**config.mk**
```make
export PLATFORM = sky130hd
export DESIGN_NAME = uart_tx_engine
export DESIGN_NICKNAME = d
export VERILOG_FILES = /design/src/rtl/uart_pkg.sv /design/src/rtl/uart_bit_timer.sv /design/src/rtl/uart_tx_engine.sv
export SDC_FILE = /design/constraint.sdc
export NUM_CORES = 1
export LEC_CHECK = 0
export BUFFER_PORTS_ARGS = -buffer_cell sky130_fd_sc_hd__buf_4
export CAP_MARGIN = 5
export CORE_ASPECT_RATIO = 0.75
export CORE_MARGIN = 4
export CORE_UTILIZATION = 43
export CTS_CLUSTER_SIZE = 28
export DETAILED_ROUTE_END_ITERATION = 8
export SYNTH_ARGS = -nofsm -noshare
export SYNTH_HDL_FRONTEND = slang
export SYNTH_HIERARCHICAL = 1
export SYNTH_SLANG_ARGS = --single-unit
```
**constraint.sdc**
```tcl
create_clock -name clk -period 6.2 [get_ports clk]
set_input_delay 0.93 -clock clk [delete_from_list [all_inputs] [get_ports clk]]
set_output_delay 0.93 -clock clk [all_outputs]
set_load 0.01 [all_outputs]
```
**src/rtl/uart_pkg.sv**
```systemverilog
// Shared state encoding and defaults for the UART transmit engine.
// Defining UART_TX_PARITY_EN adds the PARITY state to the frame.
package uart_pkg;

  localparam int DEFAULT_OVERSAMPLE = 16;

  typedef enum logic [2:0] {
    ST_IDLE   = 3'd0,
    ST_FETCH  = 3'd1,
    ST_LOAD   = 3'd2,
    ST_START  = 3'd3,
    ST_DATA   = 3'd4,
`ifdef UART_TX_PARITY_EN
    ST_PARITY = 3'd5,
`endif
    ST_STOP   = 3'd6
  } tx_state_e;

endpackage

```
**src/rtl/uart_bit_timer.sv**
```systemverilog
// Counts baud ticks within one serial bit and flags the tick that ends it.
module uart_bit_timer
  import uart_pkg::*;
#(
  parameter int oversample = DEFAULT_OVERSAMPLE
) (
  input  logic clk,
  input  logic rst,
  input  logic clr_i,
  input  logic en_i,
  input  logic baud_tick_i,
  output logic bit_end_o
);

  localparam int CW = (oversample > 1) ? $clog2(oversample) : 1;
  localparam logic [CW-1:0] LAST = CW'(oversample - 1);

  logic [CW-1:0] cnt_q;
  logic [CW-1:0] cnt_d;

  always_comb begin
    cnt_d = cnt_q;
    if (clr_i) begin
      cnt_d = '0;
    end else if (en_i && baud_tick_i) begin
      cnt_d = (cnt_q == LAST) ? '0 : cnt_q + CW'(1);
    end
  end

  always_ff @(posedge clk or negedge rst) begin
    if (!rst) begin
      cnt_q <= '0;
    end else begin
      cnt_q <= cnt_d;
    end
  end

  assign bit_end_o = en_i && baud_tick_i && (cnt_q == LAST);

endmodule

```
**src/rtl/uart_tx_engine.sv**
```systemverilog
// UART transmitter: pops bytes from an upstream FIFO and serialises them.
// Optional parity bit enabled by defining UART_TX_PARITY_EN.
module uart_tx_engine
  import uart_pkg::*;
#(
  parameter int data_wd    = 8,
  parameter int oversample = DEFAULT_OVERSAMPLE,
  parameter int stop_bits  = 1
) (
  input  logic               clk,
  input  logic               rst,
  input  logic               baud_tick,
  input  logic               fifo_empty,
  input  logic [data_wd-1:0] fifo_rd_data,
  output logic               fifo_rd_en,
  input  logic               parity_odd,
  output logic               tx,
  output logic               tx_busy,
  output logic               tx_done
);

  localparam int BW = $clog2(data_wd);
  localparam logic [BW-1:0] LAST_DATA = BW'(data_wd - 1);
  localparam logic [BW-1:0] LAST_STOP = BW'(stop_bits - 1);

  tx_state_e          state_q;
  logic [data_wd-1:0] shift_q;
  logic [BW-1:0]      bit_cnt_q;
  logic               tx_q;
  logic               busy_q;
  logic               done_q;
  logic               rd_en_q;
  logic               bit_end;
  logic               timer_clr;
  logic               timer_en;

`ifdef UART_TX_PARITY_EN
  logic par_q;
`else
  logic unused_parity_odd;
  assign unused_parity_odd = parity_odd;
`endif

  // Ticks seen while fetching or loading never count toward the start bit.
  assign timer_clr = (state_q == ST_LOAD);
  assign timer_en  = !(state_q inside {ST_IDLE, ST_FETCH, ST_LOAD});

  uart_bit_timer #(.oversample(oversample)) u_bit_timer (
    .clk        (clk),
    .rst        (rst),
    .clr_i      (timer_clr),
    .en_i       (timer_en),
    .baud_tick_i(baud_tick),
    .bit_end_o  (bit_end)
  );

  always_ff @(posedge clk or negedge rst) begin
    if (!rst) begin
      state_q   <= ST_IDLE;
      shift_q   <= '0;
      bit_cnt_q <= '0;
      tx_q      <= 1'b1;
      busy_q    <= 1'b0;
      done_q    <= 1'b0;
      rd_en_q   <= 1'b0;
`ifdef UART_TX_PARITY_EN
      par_q     <= 1'b0;
`endif
    end else begin
      rd_en_q <= 1'b0;
      done_q  <= 1'b0;
      case (state_q)
        ST_IDLE: begin
          tx_q <= 1'b1;
          if (!fifo_empty) begin
            rd_en_q <= 1'b1;
            busy_q  <= 1'b1;
            state_q <= ST_FETCH;
          end
        end
        ST_FETCH: state_q <= ST_LOAD;
        ST_LOAD: begin
          shift_q   <= fifo_rd_data;
          bit_cnt_q <= '0;
          tx_q      <= 1'b0;
          state_q   <= ST_START;
`ifdef UART_TX_PARITY_EN
          par_q     <= (^fifo_rd_data) ^ parity_odd;
`endif
        end
        ST_START: begin
          if (bit_end) begin
            tx_q    <= shift_q[0];
            state_q <= ST_DATA;
          end
        end
        ST_DATA: begin
          if (bit_end) begin
            if (bit_cnt_q == LAST_DATA) begin
              bit_cnt_q <= '0;
`ifdef UART_TX_PARITY_EN
              tx_q      <= par_q;
              state_q   <= ST_PARITY;
`else
              tx_q      <= 1'b1;
              state_q   <= ST_STOP;
`endif
            end else begin
              bit_cnt_q <= bit_cnt_q + BW'(1);
              tx_q      <= shift_q[1];
              shift_q   <= shift_q >> 1;
            end
          end
        end
`ifdef UART_TX_PARITY_EN
        ST_PARITY: begin
          if (bit_end) begin
            tx_q    <= 1'b1;
            state_q <= ST_STOP;
          end
        end
`endif
        ST_STOP: begin
          if (bit_end) begin
            if (bit_cnt_q == LAST_STOP) begin
              bit_cnt_q <= '0;
              done_q    <= 1'b1;
              // Chain straight into the next frame when data is waiting.
              if (!fifo_empty) begin
                rd_en_q <= 1'b1;
                state_q <= ST_FETCH;
              end else begin
                busy_q  <= 1'b0;
                state_q <= ST_IDLE;
              end
            end else begin
              bit_cnt_q <= bit_cnt_q + BW'(1);
            end
          end
        end
        default: begin
          tx_q    <= 1'b1;
          busy_q  <= 1'b0;
          state_q <= ST_IDLE;
        end
      endcase
    end
  end

  assign tx         = tx_q;
  assign tx_busy    = busy_q;
  assign tx_done    = done_q;
  assign fifo_rd_en = rd_en_q;

endmodule
```
==> summary.txt, run 1 <==
Pwr
  • Pleak: around 0.0006 uW
  • Maximum vdd drop: around 0.17 mV
  • Pwr/cell area: about 350 mW/mm^2
  • Power, Total: ~500 uW

Floorplan
  • Die H: about 55 microns
  • Starting Density: a little under half
  • # IOs: 17
  • Die Wd: between 70 and 80 microns
  • Placement row count: 16
  • CORE AREA: 0.002703 sq mm
  • Die Area: a little under 0.004 sq mm

GRT
  • GRT met1 Usage: 19.15%
  • Initial antenna violation count: 0
  • GRT overflow: 0
  • Tot GR Track Use: 14.55%
  • Largest net degree at the start of global routing: 23
  • Met3 Usage GRT: under 10%
  • Vias in the first global route: 956
  • Layer with the highest usage: met2
  • Met2 Resource Use GR: about a quarter
  • First-pass GRT wire length: approximately 4300 microns

Synth
  • Most frequent cell after synthesis: dfrtp_1
  • Sequential area share after synthesis: a little over two fifths
  • Synthesis Warnings: 6
  • Synth area leaders: dfrtp_1, a21oi_1, mux2i_1, nand2_1, nor2_1
  • Top-area cell type share of the netlist area: 41.75%
  • Post-synth EDFFs: 0
  • Synth Instances: approximately 130
  • Commonest cells post-synth: dfrtp_1, nand2_1, a21oi_1
  • Syn nets: 150
  • Syn avg cell area: between 9 and 10 sq um
  • FFs w/ async S/R, synth: 100.0%
  • #FFs+latches synth: 22
  • Library cells used by synthesis: 35
  • Synth Cell Area: between 0.001 and 0.0015 sq mm
  • Cell taking the most area after synthesis: dfrtp_1
  • Dominant synthesized flop cell: dfrtp_1

Worst setup path
  • Slowest-stage cell, CP: nor2_1
  • Worst path bufs/invs: 0
  • CP required: around 6400 ps
  • Largest delay contributor family on the critical path: simple AND/OR/NAND/NOR gates
  • CP startpoint kind: flip-flop
  • Crit-path cells: a21o_1, nand2_1, nor2_1, nand4bb_4, a21oi_4, nor2_1, a21oi_1
  • Worst setup EP type: flip-flop
  • Worst-path fanout max: 20
  • CP max stage delay: approximately 800 ps
  • Critical path type: reg -> reg
  • Critical path arrival: approximately 3000 ps
  • Critical Path Most Common Cell: nor2_1

STA
  • Fmax: 356.9 MHz
  • Slew margin rel.: 33.41%
  • Final worst path period share: a little under half
  • Max Slew Vio Count: 0
  • Worst slew pin tran: approximately 1000 ps
  • # setup viols final: 0
  • Setup ws final: between 3000 and 4000 ps
  • Final min period: ~2800 ps
  • RSZ-0062 raised after global routing: false
  • Setup TNS Final: 0 ps
  • Final hold vios: 0
  • Final setup skew: roughly 2.1 ps

Final layout
  • Area of the multi-input gates: ~650 sq um
  • Final #Nets: approximately 160
  • Fillers: between 200 and 300
  • ANT cells: 0
  • Reg area: between 500 and 600 sq um
  • P&R area growth vs syn: 13.32%
  • Design Area, Final: ~0.0014 sq mm
  • Layout cells sized above 1: just under 20%

Route
  • Routed wire per std cell: approximately 14 microns
  • Antenna violation net count after detailed routing: 0
  • Routed via count: 964
  • Vias per cell: around 5.3
  • WL final: between 2000 and 2500 microns
  • Iteration-0 DRC Markers: 35
  • Pre-antenna DRT Iters: 4
  • DRC viols: 0

CTS
  • Clk sinks: 22
  • CTS tree: done
  • H-tree Lvls: 1
  • Clock Latency Late Sink: 260 ps
  • Max clock buf depth: 2
  • CTS buffer count: 3
  • Post-CTS setup buffers: 0
  • Post-CTS Resized: 0
  • Root buf cell: clkbuf_8
  • Reg clk slew, reported paths: approximately 80 ps
  • CTS Hold Bufs: 0

Placed design
  • Post-DP Area: 0.001371 sq mm
  • Pre-CTS WS: roughly 3400 ps
  • Post-DP HPWL: between 1500 and 2000 microns
  • Count of input and output buffers: 15
  • Final GP Congestion: a little over 0.8

Run status
  • Outcome: finished clean

Job
  • Max-Cap Viols: 0

Hold path
  • Hold Crit Class: reg -> reg
[tightest hold or removal path, delay by kind of cell (launching register included)]
| kind | cells | cell delay [ps] |
|---|---|---|
| flip-flops | 1 | 340 |
| AND/OR/NAND/NOR | 1 | 50 |
| AO/OA/AOI/OAI | 1 | 100 |
[report_power, final]
part | switching (uW) | internal (uW) | leakage (uW)
combinational | 72.6 | 74.0 | 0.000296
sequential | 50.9 | 198 | 0.000259
clock | 46.8 | 56.6 | 0.0000288
total | 170 | 328 | 0.000584
[routing by layer]
metal	vias to the layer above	part of all wire (%)
met1	447	49
met4	0	0.65
li1	501	-
met2	12	46
met3	4	3.9
met5	-	0
[cell families (layout without fill, tap and decap cells)]
kind of cell	after synthesis	after routing	synth area share [%]
and+or+nand+nor	52	52	22.27
DFF	22	22	43.84
buffers and inverters	10	22	4.473
AOI/OAI and AO/OA	37	37	19.18
muxes	7	7	5.567
adders and majority gates	4	4	3.976
xor gates and xnor gates	1	1	0.6960
[cell type report]
| type | instances | area share, % |
|---|---|---|
| Clock buffer | 4 | 3.860 |
| Multi-Input combinational cell | 101 | 45.61 |
| Sequential cell | 22 | 38.68 |
| Timing Repair Buffer | 15 | 7.895 |
| Inverter | 3 | 0.7895 |
| Tap cell | 36 | 3.158 |
[path summary, 6_finish.rpt]
path / startpoint / to / slack, ps / cells past startpoint
max in group asynchronous: rst / tx / 5380 / 1
max reg2reg: state_q[0] / shift_q[0] / 3400 / 7
min reg2reg: shift_q[6] / shift_q[6] / 530 / 2
min: shift_q[6] / shift_q[6] / 530 / 2
min in group asynchronous: rst / bit_cnt_q[0] / 540 / 1
max: state_q[0] / shift_q[0] / 3400 / 7
[registers in the layout (all words and copies together), names as in the netlist]
name and count:
tx_done 1, shift_q 8, tx_busy 1, fifo_rd_en 1, u_bit_timer/cnt_q 4, bit_cnt_q 3
state_q 3, tx 1
[cell usage in the layout (no fill, tap or decap), types with 2 or more instances in the layout]
cell type and n:
nand3_1 5, a21oi_1 15, nor3_1 3, nand2_1 16
inv_1 3, clkbuf_8 4, a21oi_2 2, nand2b_1 2
o21ai_0 3, o21a_1 2, buf_4 15, mux2i_1 7
a211oi_1 2, ha_1 4, dfrtp_1 21, o22ai_1 3
nand2b_2 2, nor2_1 14, nand3b_1 2, nor2b_1 3
o21ai_1 4
[stage by stage]
stage / util [%] / cells / hold WS, ps
after floorplan: - / 133 / 488.0
after global placement: 50.74 / 177 / 501.1
after detailed placement: 50.74 / 177 / 517.4
after CTS: 52.78 / 181 / 535.9
after global routing: 52.78 / 181 / 551.1
final: 52.78 / 181 / 526.2
No activity file was read; power rests on OpenSTA's default activity.
==> inputs of run 2 (changes only) <==
--- a/config.mk
+++ b/config.mk
@@ -5,6 +5,7 @@
 export SDC_FILE = /design/constraint.sdc
 export NUM_CORES = 1
 export LEC_CHECK = 0
+export ABC_AREA = 1
 export BUFFER_PORTS_ARGS = -buffer_cell sky130_fd_sc_hd__buf_4
 export CAP_MARGIN = 5
 export CORE_ASPECT_RATIO = 0.75
==> constraint.sdc (replaced) <==
create_clock -name clk -period 2.4 [get_ports clk]
set_input_delay 0.36 -clock clk [delete_from_list [all_inputs] [get_ports clk]]
set_output_delay 0.36 -clock clk [all_outputs]
set_load 0.01 [all_outputs]
==> run 2 against run 1 <==
Fmax increased by 45%. Core utilization is 0.51 points lower. Clock skew up 5.7 ps. Die area rose by 6.6%. Non-clock buffer count grew 2. Area after synthesis grew 7.6%. Clock-buffer cell count unchanged. Global-route usage rose by 0.13 points. Via count rose by 16%. Sequential power rose by 150%. Worst setup slack worse by 2900 ps.
==> summary.txt, run 2 <==
Final layout
  • Design Area, Final: 0.001556 sq mm (+9.1%)
  • Final #Nets: 212 (+30%)
  • Commonest non-fill, non-tap cell in the layout: nand2_1
  • Top Registers: shift_q x8, u_bit_timer/cnt_q x4
  • ANT cells: 0 (unchanged)
  • Layout cells sized above 1: 26.80% (+7.5 points)
  • Reg with most FFs: shift_q
  • Most frequent cells in the layout: nand2_1, inv_1, dfrtp_1, buf_4
  • P&R area growth vs syn: 14.97%
  • Number of flip-flops in the largest register: 8 (unchanged)

Synth
  • Library cells used by synthesis: 24 (-31%)
  • #FFs+latches synth: 22 (unchanged)
  • Top-area cell type share of the netlist area: 38.82% (-2.9 points)
  • Post-synth EDFFs: 0 (unchanged)
  • Synthesis Warnings: 6 (unchanged)
  • Syn avg cell area: 7.692 sq um (-19%)
  • FFs w/ async S/R, synth: 100.0% (unchanged)
  • Syn nets: 193 (+29%)
  • Sequential area share after synthesis: 40.76% (-3.1 points)
  • Most frequent cell after synthesis: nand2_1
  • Synth Instances: 176 (+32%)
  • Synth Cell Area: 0.001354 sq mm (+7.6%)
  • Cell taking the most area after synthesis: dfrtp_1
  • Dominant synthesized flop cell: dfrtp_1
  • Synth area leaders: dfrtp_1, nand2_1, inv_1, nand3_1, o21ai_0
  • Commonest cells post-synth: nand2_1, inv_1, dfrtp_1

STA
  • Fmax: 518.6 MHz (+45%)
  • Slew margin rel.: 79.88% (+46 points)
  • RSZ-0062 raised after global routing: false
  • Setup TNS Final: 0 ps (unchanged)
  • Final min period: 1928 ps (-873.9 ps)
  • Worst slew pin tran: 301.7 ps (-693.5 ps)
  • Final setup skew: 7.746 ps (+5.664 ps)
  • Max Slew Vio Count: 0 (unchanged)
  • Hold Slack: 266.4 ps (-259.8 ps)
  • # setup viols final: 0 (unchanged)
  • Final hold vios: 0 (unchanged)
  • Final worst path period share: 80.34% (+35 points)

CTS
  • CTS tree: done
  • Clk sinks: 22 (unchanged)
  • Root buf cell: clkbuf_8
  • H-tree Lvls: 1 (unchanged)
  • Reg clk slew, reported paths: 80 ps (about the same)
  • Post-CTS Resized: 0 (unchanged)
  • Clock Latency Late Sink: 270 ps (about the same)
  • CTS Hold Bufs: 1 (+1)
  • Max clock buf depth: 2 (unchanged)
  • CTS buffer count: 3 (unchanged)
  • Post-CTS setup buffers: 0 (unchanged)

Hold path
  • Hold Crit Class: in -> reg

Route
  • WL final: 2699 microns (+9.4%)
  • Vias per cell: 4.836 (-9.2%)
  • DRC viols: 0 (unchanged)
  • Pre-antenna DRT Iters: 5 (+1)
  • Iteration-0 DRC Markers: 32 (-8.6%)
  • Routed wire per std cell: 11.63 microns (-15%)
  • Routed via count: 1122 (+16%)
  • Antenna violation net count after detailed routing: 0 (unchanged)

Floorplan
  • # IOs: 17 (unchanged)
  • Placement row count: 17 (+1)
  • Die H: 56.60 microns (+3.2%)
  • Die Wd: 72.79 microns (+3.3%)
  • CORE AREA: 0.002978 sq mm (+10%)
  • Die Area: 0.004120 sq mm (+6.6%)
  • Starting Density: 45.46% (-1.1 points)

Worst setup path
  • Critical path arrival: 2090 ps (-900 ps)
  • Worst setup EP type: flip-flop
  • Worst-path fanout max: 6 (-70%)
  • CP required: 2570 ps (-3820 ps)
  • Critical path type: reg -> reg
  • CP startpoint kind: flip-flop

Placed design
  • Post-DP HPWL: 2046 microns (+22%)
  • Count of input and output buffers: 15 (unchanged)
  • Final GP Congestion: 0.9199 (+12%)
  • Post-DP Area: 0.001491 sq mm (+8.8%)

GRT
  • Tot GR Track Use: 14.68% (+0.13 points)
  • GRT overflow: 0 (unchanged)
  • First-pass GRT wire length: 4740 microns (+9.2%)
  • Initial antenna violation count: 0 (unchanged)
  • Vias in the first global route: 1069 (+12%)
  • Largest net degree at the start of global routing: 23 (unchanged)

Pwr
  • Pwr/cell area: 1144 mW/mm^2 (+230%)
  • Pleak: 0.0008501 uW (+46%)
  • Maximum vdd drop: 0.4841 mV (+190%)

Job
  • Max-Cap Viols: 0 (unchanged)

Run status
  • Outcome: finished clean
[run 2: changes by cell type in the layout (fill, tap and decap cells not counted), moves of 4 or more]
cell	change
nand3_1	+9
a21oi_1	-14
o21ai_1	-4
o21ai_2	+7
nand2_1	+34
nand2_2	+11
nor2_1	-4
o21ai_0	+11
inv_1	+20
mux2i_1	-7
[run 2: stage by stage]
step | worst slack [ps] | power, uW | utilization (%) | cells
4_1_cts | 471.9 | 1804 | 52.27 | 232
5_1_grt | 262.9 | 1949 | 52.27 | 232
3_3_place_gp | 548.3 | 1493 | 50.08 | 227
2_1_floorplan | 797.1 | 1359 | - | 176
6_report | 471.9 | 1781 | 52.27 | 232
3_5_place_dp | 490.3 | 1522 | 50.08 | 227
[run 2: worst max-delay path, stage by stage (launching register included)]
cell and delay, ps:
dfrtp_1 520, nand2_1 160, nand2_1 150, nand2_2 100, nor2_1 170, inv_1 100
nand3_2 110, nand2_1 110, nor2_2 210, nand2_2 80, nand2_1 60, nand2_1 50
[run 2: logic make-up (layout without fill, tap and decap cells)]
group	after synthesis	count (layout)	share of synthesized area (%)
and+or+nand+nor	98	98	35.03
buffers and inverters	29	47	9.797
AOI/OAI and AO/OA	23	23	10.72
DFF	22	22	40.76
adders and majority gates	4	4	3.697
[run 2: final cells by class]
class | instances | area (sq um)
flip-flops and latches | 22 | 551.8
multi-input cells | 125 | 669.4
fillers | 298 | 1421
well taps | 38 | 47.55
repair buffers | 17 | 130.1
inverters | 26 | 102.6
clock buffers | 4 | 55.05
[run 2: where the power goes]
group / internal (uW) / switching, uW / total [uW]
registers: 516 / 99.9 / 616
logic: 326 / 570 / 896
clock network: 146 / 122 / 269
total: 989 / 792 / 1780
[run 2: path summary, 6_finish.rpt]
| check | start | end | slack, ps | cells past startpoint |
|---|---|---|---|---|
| min in group asynchronous | rst | tx_busy | 520 | 2 |
| max reg2reg | state_q[1] | state_q[1] | 470 | 11 |
| min | fifo_empty | fifo_rd_en | 270 | 2 |
| max in group asynchronous | rst | tx | 1610 | 2 |
| max | state_q[1] | state_q[1] | 470 | 11 |
| min reg2reg | tx | tx | 480 | 2 |
[run 2: metal layers]
| layer | wire (microns) | global-route usage [%] | vias up |
|---|---|---|---|
| li1 | - | - | 585 |
| met1 | 1379 | 21.29 | 502 |
| met3 | 160 | 4.293 | 2 |
| met5 | 0 | 0 | - |
| met4 | 12 | 3.158 | 0 |
| met2 | 1147 | 21.47 | 33 |
